<file path="config.mk">
export PLATFORM = sky130hd
export DESIGN_NAME = apb_req_arbiter
export DESIGN_NICKNAME = d
export VERILOG_FILES = /design/src/rtl/apb_req_arbiter.sv
export SDC_FILE = /design/constraint.sdc
export NUM_CORES = 1
export LEC_CHECK = 0
export ABC_AREA = 1
export CORE_MARGIN = 5
export CORE_UTILIZATION = 43
export CTS_BUF_LIST = sky130_fd_sc_hd__clkbuf_16
export DETAILED_ROUTE_END_ITERATION = 10
export HOLD_SLACK_MARGIN = 0.08
export PLACE_DENSITY = 0.86
export SLEW_MARGIN = 10
export SYNTH_ARGS = -nofsm -noshare
export SYNTH_HDL_FRONTEND = slang
export SYNTH_SLANG_ARGS = --single-unit
</file>
<file path="constraint.sdc">
create_clock -name CLK -period 2.5 [get_ports CLK]
set_input_delay 0.5 -clock CLK [delete_from_list [all_inputs] [get_ports CLK]]
set_output_delay 0.5 -clock CLK [all_outputs]
set_load 0.01 [all_outputs]
</file>
<file path="src/rtl/apb_req_arbiter.sv">
// apb_req_arbiter: round-robin sharing of one APB master transfer port between two requesters,
// one transfer in flight, fields latched at accept, per-transfer timeout and illegal-select reject.
module apb_req_arbiter #(
    parameter int DATA_WIDTH     = 32,
    parameter int ADDR_WIDTH     = 32,
    parameter int STROBE_WIDTH   = 4,
    parameter int SLAVES_NUM     = 2,
    parameter int TIMEOUT_CYCLES = 64
) (
    input  logic                    CLK,
    input  logic                    RST,
    input  logic                    r0_valid,
    output logic                    r0_ready,
    input  logic [ADDR_WIDTH-1:0]   r0_addr,
    input  logic [DATA_WIDTH-1:0]   r0_wdata,
    input  logic                    r0_write,
    input  logic [SLAVES_NUM-1:0]   r0_sel,
    input  logic [STROBE_WIDTH-1:0] r0_strb,
    input  logic [2:0]              r0_prot,
    output logic                    r0_done,
    output logic [DATA_WIDTH-1:0]   r0_rdata,
    output logic                    r0_slverr,
    input  logic                    r1_valid,
    output logic                    r1_ready,
    input  logic [ADDR_WIDTH-1:0]   r1_addr,
    input  logic [DATA_WIDTH-1:0]   r1_wdata,
    input  logic                    r1_write,
    input  logic [SLAVES_NUM-1:0]   r1_sel,
    input  logic [STROBE_WIDTH-1:0] r1_strb,
    input  logic [2:0]              r1_prot,
    output logic                    r1_done,
    output logic [DATA_WIDTH-1:0]   r1_rdata,
    output logic                    r1_slverr,
    output logic                    m_Transfer,
    output logic [ADDR_WIDTH-1:0]   m_ADDR,
    output logic [DATA_WIDTH-1:0]   m_DATA,
    output logic                    m_WRITE,
    output logic [SLAVES_NUM-1:0]   m_SEL,
    output logic [STROBE_WIDTH-1:0] m_STROB,
    output logic [2:0]              m_PROT,
    input  logic                    m_done,
    input  logic [DATA_WIDTH-1:0]   m_rdata,
    input  logic                    m_slverr,
    output logic                    grant_id,
    output logic                    timeout_pulse
);
    localparam int CW = TIMEOUT_CYCLES > 0 ? $clog2(TIMEOUT_CYCLES + 1) : 1;

    typedef enum logic [1:0] {IDLE, BUSY, REJECT} state_t;

    state_t                  state, state_nx;
    logic [CW-1:0]           cnt;
    logic                    last_grant, gnt, acc, legal, timeout_hit, fin, fin_ok, fin_slverr;
    logic [DATA_WIDTH-1:0]   fin_rdata;

    always_comb begin
        gnt         = (r0_valid && r1_valid) ? ~last_grant : r1_valid;
        acc         = RST && state == IDLE && (r0_valid || r1_valid);
        r0_ready    = acc && !gnt;
        r1_ready    = acc && gnt;
        legal       = $onehot(gnt ? r1_sel : r0_sel);
        // abort on the cycle whose count would reach the limit, so the pulse follows TIMEOUT_CYCLES busy cycles
        timeout_hit = (TIMEOUT_CYCLES > 0) && (int'(cnt) + 1 == TIMEOUT_CYCLES);
        m_Transfer  = state == BUSY;
        fin_ok      = state == BUSY && m_done;
        fin         = fin_ok || (state == BUSY && timeout_hit) || state == REJECT;
        fin_rdata   = fin_ok ? m_rdata : '0;
        fin_slverr  = fin_ok ? m_slverr : 1'b1;
        state_nx    = state == IDLE ? (acc ? (legal ? BUSY : REJECT) : IDLE)
                    : state == BUSY ? (fin ? IDLE : BUSY) : IDLE;
    end

    always_ff @(posedge CLK or negedge RST) begin
        if (!RST) begin
            state         <= IDLE;
            cnt           <= '0;
            last_grant    <= 1'b1;
            grant_id      <= 1'b0;
            m_ADDR        <= '0;
            m_DATA        <= '0;
            m_WRITE       <= 1'b0;
            m_SEL         <= '0;
            m_STROB       <= '0;
            m_PROT        <= '0;
            r0_done       <= 1'b0;
            r0_rdata      <= '0;
            r0_slverr     <= 1'b0;
            r1_done       <= 1'b0;
            r1_rdata      <= '0;
            r1_slverr     <= 1'b0;
            timeout_pulse <= 1'b0;
        end else begin
            state         <= state_nx;
            cnt           <= (state == BUSY && cnt != '1) ? cnt + 1'b1 : '0;
            r0_done       <= fin && !grant_id;
            r1_done       <= fin && grant_id;
            timeout_pulse <= fin && state == BUSY && !m_done;
            if (acc) begin
                grant_id   <= gnt;
                last_grant <= gnt;
                m_ADDR     <= gnt ? r1_addr : r0_addr;
                m_DATA     <= gnt ? r1_wdata : r0_wdata;
                m_WRITE    <= gnt ? r1_write : r0_write;
                m_SEL      <= gnt ? r1_sel : r0_sel;
                m_STROB    <= gnt ? r1_strb : r0_strb;
                m_PROT     <= gnt ? r1_prot : r0_prot;
            end
            if (fin && !grant_id) begin
                r0_rdata  <= fin_rdata;
                r0_slverr <= fin_slverr;
            end
            if (fin && grant_id) begin
                r1_rdata  <= fin_rdata;
                r1_slverr <= fin_slverr;
            end
        end
    end
endmodule
</file>
==> metrics.yaml <==
cells_and_area:
  drive_gt1_share_pct: 6.12
  fillCellCount: 1137
  final_cells: 1303
  areaGrowthSynthToFinish_pct: 62.2
  nNetsFinal: 1287
clocking:
  cts_buffers: 17
  ctsHoldBuffers: 0
  clkTransAtPathRegs_ps: 60
  clock-root-buffer: "clkbuf_16"
  cts_sinks: 154
  cts_tree: "done"
  cts_htree_levels: 4
  clock_path_buffers: 2
  clk_latency_ps: 420
floorplan:
  start_util_pct: 43.5
  die_h_um: 134
  io_pins: 333
  core_area_um2: 15100
  die-width_um: 134
  die-area_um2: 17800
  core.rowCount: 45
worst_setup_path:
  arrival_ps: 1760
  path_class: "register to output pin"
  worst_path_max_delay_cell: "clkdlybuf4s50_1"
  critPathMaxFanout: 35
  crit_chain: "buf_4, clkdlybuf4s50_1"
  critPathBufInv: 2
  max_stage_delay_ps: 620
  reg2reg_setup_slack_ps: 450
  endpoint_kind: "output pin"
  rr_worst_depth: 11
  worst_ep_required_time_ps: 2000
  cp-startpoint: "grant_id"
  reg2reg_from: "cnt[0]"
  rr_endpoint: "r0_rdata[20]"
  crit_family: "buffers and inverters"
  start_kind: "register"
logic_synthesis:
  synth_top_family_by_area: "simple AND/OR/NAND/NOR gates"
  synth-edff-count: 0
  ys_dominant_reg_cell: "dfrtp_1"
  yosysUniqueCellTypes: 26
  synth-seq-area-share_pct: 58.8
  synthAdderAreaFrac_pct: 0.381
  synth_warnings: 0
  synth.mux.area_fraction_pct: 0
  syn_avg_cell_area_um2: 8.44
  yosysMostFrequentCell: "nand2_1"
  synth_top_cell_by_area: "dfrtp_1"
  ys_async_sr_fraction_pct: 100
  synth_simple_gate_area_share_pct: 35.4
  ys_top_cells_by_area: "dfrtp_1 58%, nand2_1 22%, nand3_1 11%, buf_2 1.5%, inv_1 1.1%"
  ys_ff_latch: 154
  syn_area_um2: 6560
  netlist_instances: 777
  synth-compound-area-share_pct: 0.534
  synth_common_cells: "376 x nand2_1, 153 x dfrtp_1, 140 x nand3_1, 20 x buf_2, 20 x inv_1"
  synth_xor_area_share_pct: 0.133
  synth_nets: 965
  yosys.area.top_type_share_pct: 58.4
routing:
  drt_iter0_markers: 363
  first_pass_iters: 5
  wl_per_cell_um: 17.6
  via_per_inst: 5.01
  drtAntennaViolNets: 0
  routed_wl_mm: 22.9
  dr_total_vias: 6523
  drc: 0
power:
  power_leakage_nw: 5.03
  swShare_pct: 34.9
  fin_total_pwr_mw: 12.1
  internal_power_mw: 7.87
  p_comb_share_pct: 43.1
  p_sw_mw: 4.22
  cellPowerDensity_nw_per_um2: 1140
  ir_worst_vdd_mv: 0.676
  power_frac_seq_pct: 35.2
  clockPowerShare_pct: 21.8
grt:
  antenna_found_initial: 3
  grtUsageTotal_pct: 25.4
  grt_pass1_wl_mm: 35.4
  grt_pass1_vias: 6646
  grt_start_max_net_pins: 155
  grt_overflow_total: 0
placement:
  dp_cells: 1267
  portBuffers: 332
  place_congestion: 0.902
  hpwl_mm: 16.3
timing:
  slew_violations: 0
  final.period_utilization_pct: 90.5
  finalHoldViolCount: 0
  grt_setup_unrepaired: "false"
  fin_crit_ps: 2260
  slew_headroom_pct: 45.0
  holdWs_ps: 212
  fmax_ghz: 0.442
  finalClockSkew_ps: 6.52
  setup_tns_ps: 0
  tightest_slew_ps: 825
  setup_viol: 0
status:
  status: "finished, final reports clean"
run:
  cap_violations: 0
min_path:
  min_path_type: "input pin to async pin"
[cells by family after synthesis]
| group | Yosys count |
|---|---|
| compound gates | 6 |
| flops | 154 |
| buf+inv | 66 |
| simple gates | 548 |
| fa+ha+maj | 2 |
| xor+xnor | 1 |
[worst reg2reg max path, cell delays in order (launching register included)]
cell	delay, ps
dfrtp_1	430
ha_1	270
nand3_1	160
nand2_1	70
nand2_1	90
nand2_1	50
nor2_1	140
nand2_2	90
nand3_4	110
nand2_4	260
nand2_1	200
nand2_1	70
[flip-flops by register name, indices dropped and copies added (netlist names)]
signal,count
r1_slverr,1
r1_done,1
r1_rdata,32
timeout_pulse,1
r0_done,1
m_ADDR,32
cnt,7
m_PROT,3
r0_slverr,1
last_grant,1
m_DATA,32
state,2
r0_rdata,32
grant_id,1
m_WRITE,1
m_STROB,4
m_SEL,2
[metrics by stage]
step / setup slack, ps / instance area, um^2 / utilization (%)
global placement: 81.7 / 10000 / 66.5
global route: 171 / 10600 / 70.5
CTS: 52.9 / 10600 / 70.4
detailed placement: 63.1 / 10000 / 66.5
floorplan: 680 / 6560 / -
finish: 237 / 10600 / 70.5
[power by group through the flow]
stage,clock network (mW),logic (mW),registers [mW]
2_1_floorplan,0,1.66,4.70
3_3_place_gp,0,5.12,4.23
3_5_place_dp,0,5.25,4.23
4_1_cts,2.67,5.28,4.25
5_1_grt,2.78,5.66,4.39
6_report,2.63,5.21,4.25
[layout make-up]
type	instances	area, um^2	area share, %
clock inverter	15	173	1.62
multi-input combinational	557	2390	22.4
tap	188	235	2.21
sequential	154	3850	36.2
clock buffer	17	425	4.00
inverter	25	93.8	0.882
antenna	3	7.51	0.0705
timing repair buffer	344	3460	32.6
[metal layers]
layer  up-vias  part of all wire (%)  GRT usage (%)
met5         -                     0              0
met4         0                   3.0           11.5
met3        43                    10           10.2
met2       289                    50           42.7
met1      3088                    38           28.6
li1       3103                     -              -
[placed cells by master (no fill, tap or decap), types with 2 or more instances in the layout]
cell type	netlist	final
buf_12	0	4
nand2_2	9	9
diode_2	0	3
ha_1	2	2
nand2_4	2	2
nand4_1	2	2
clkinv_2	0	2
nor2_2	2	2
clkdlybuf4s50_1	0	329
inv_1	20	19
clkinvlp_4	0	4
nor2_1	13	13
a21oi_1	2	2
dfrtp_1	153	153
nand2_1	376	376
clkbuf_16	0	17
clkinv_1	1	3
inv_2	4	5
nand3_1	140	140
bufinv_16	0	3
inv_6	0	3
buf_4	0	9
[repair_timing]
item,4_1_cts,5_1_grt
buffers inserted,0,1
gates resized for setup,0,2
endpoints found under the setup margin,0,1
[worst max path at each step]
stage / endpoint / slack (ps) / depth (start not counted)
after detailed placement: r1_ready / 60 / 6
final: grant_id / 240 / 2
after CTS: r1_ready / 50 / 6
after global placement: r1_ready / 80 / 6
after floorplan: r1_ready / 680 / 5
after global routing: grant_id / 170 / 2
Note: power is estimated with default switching activity, not from simulation.
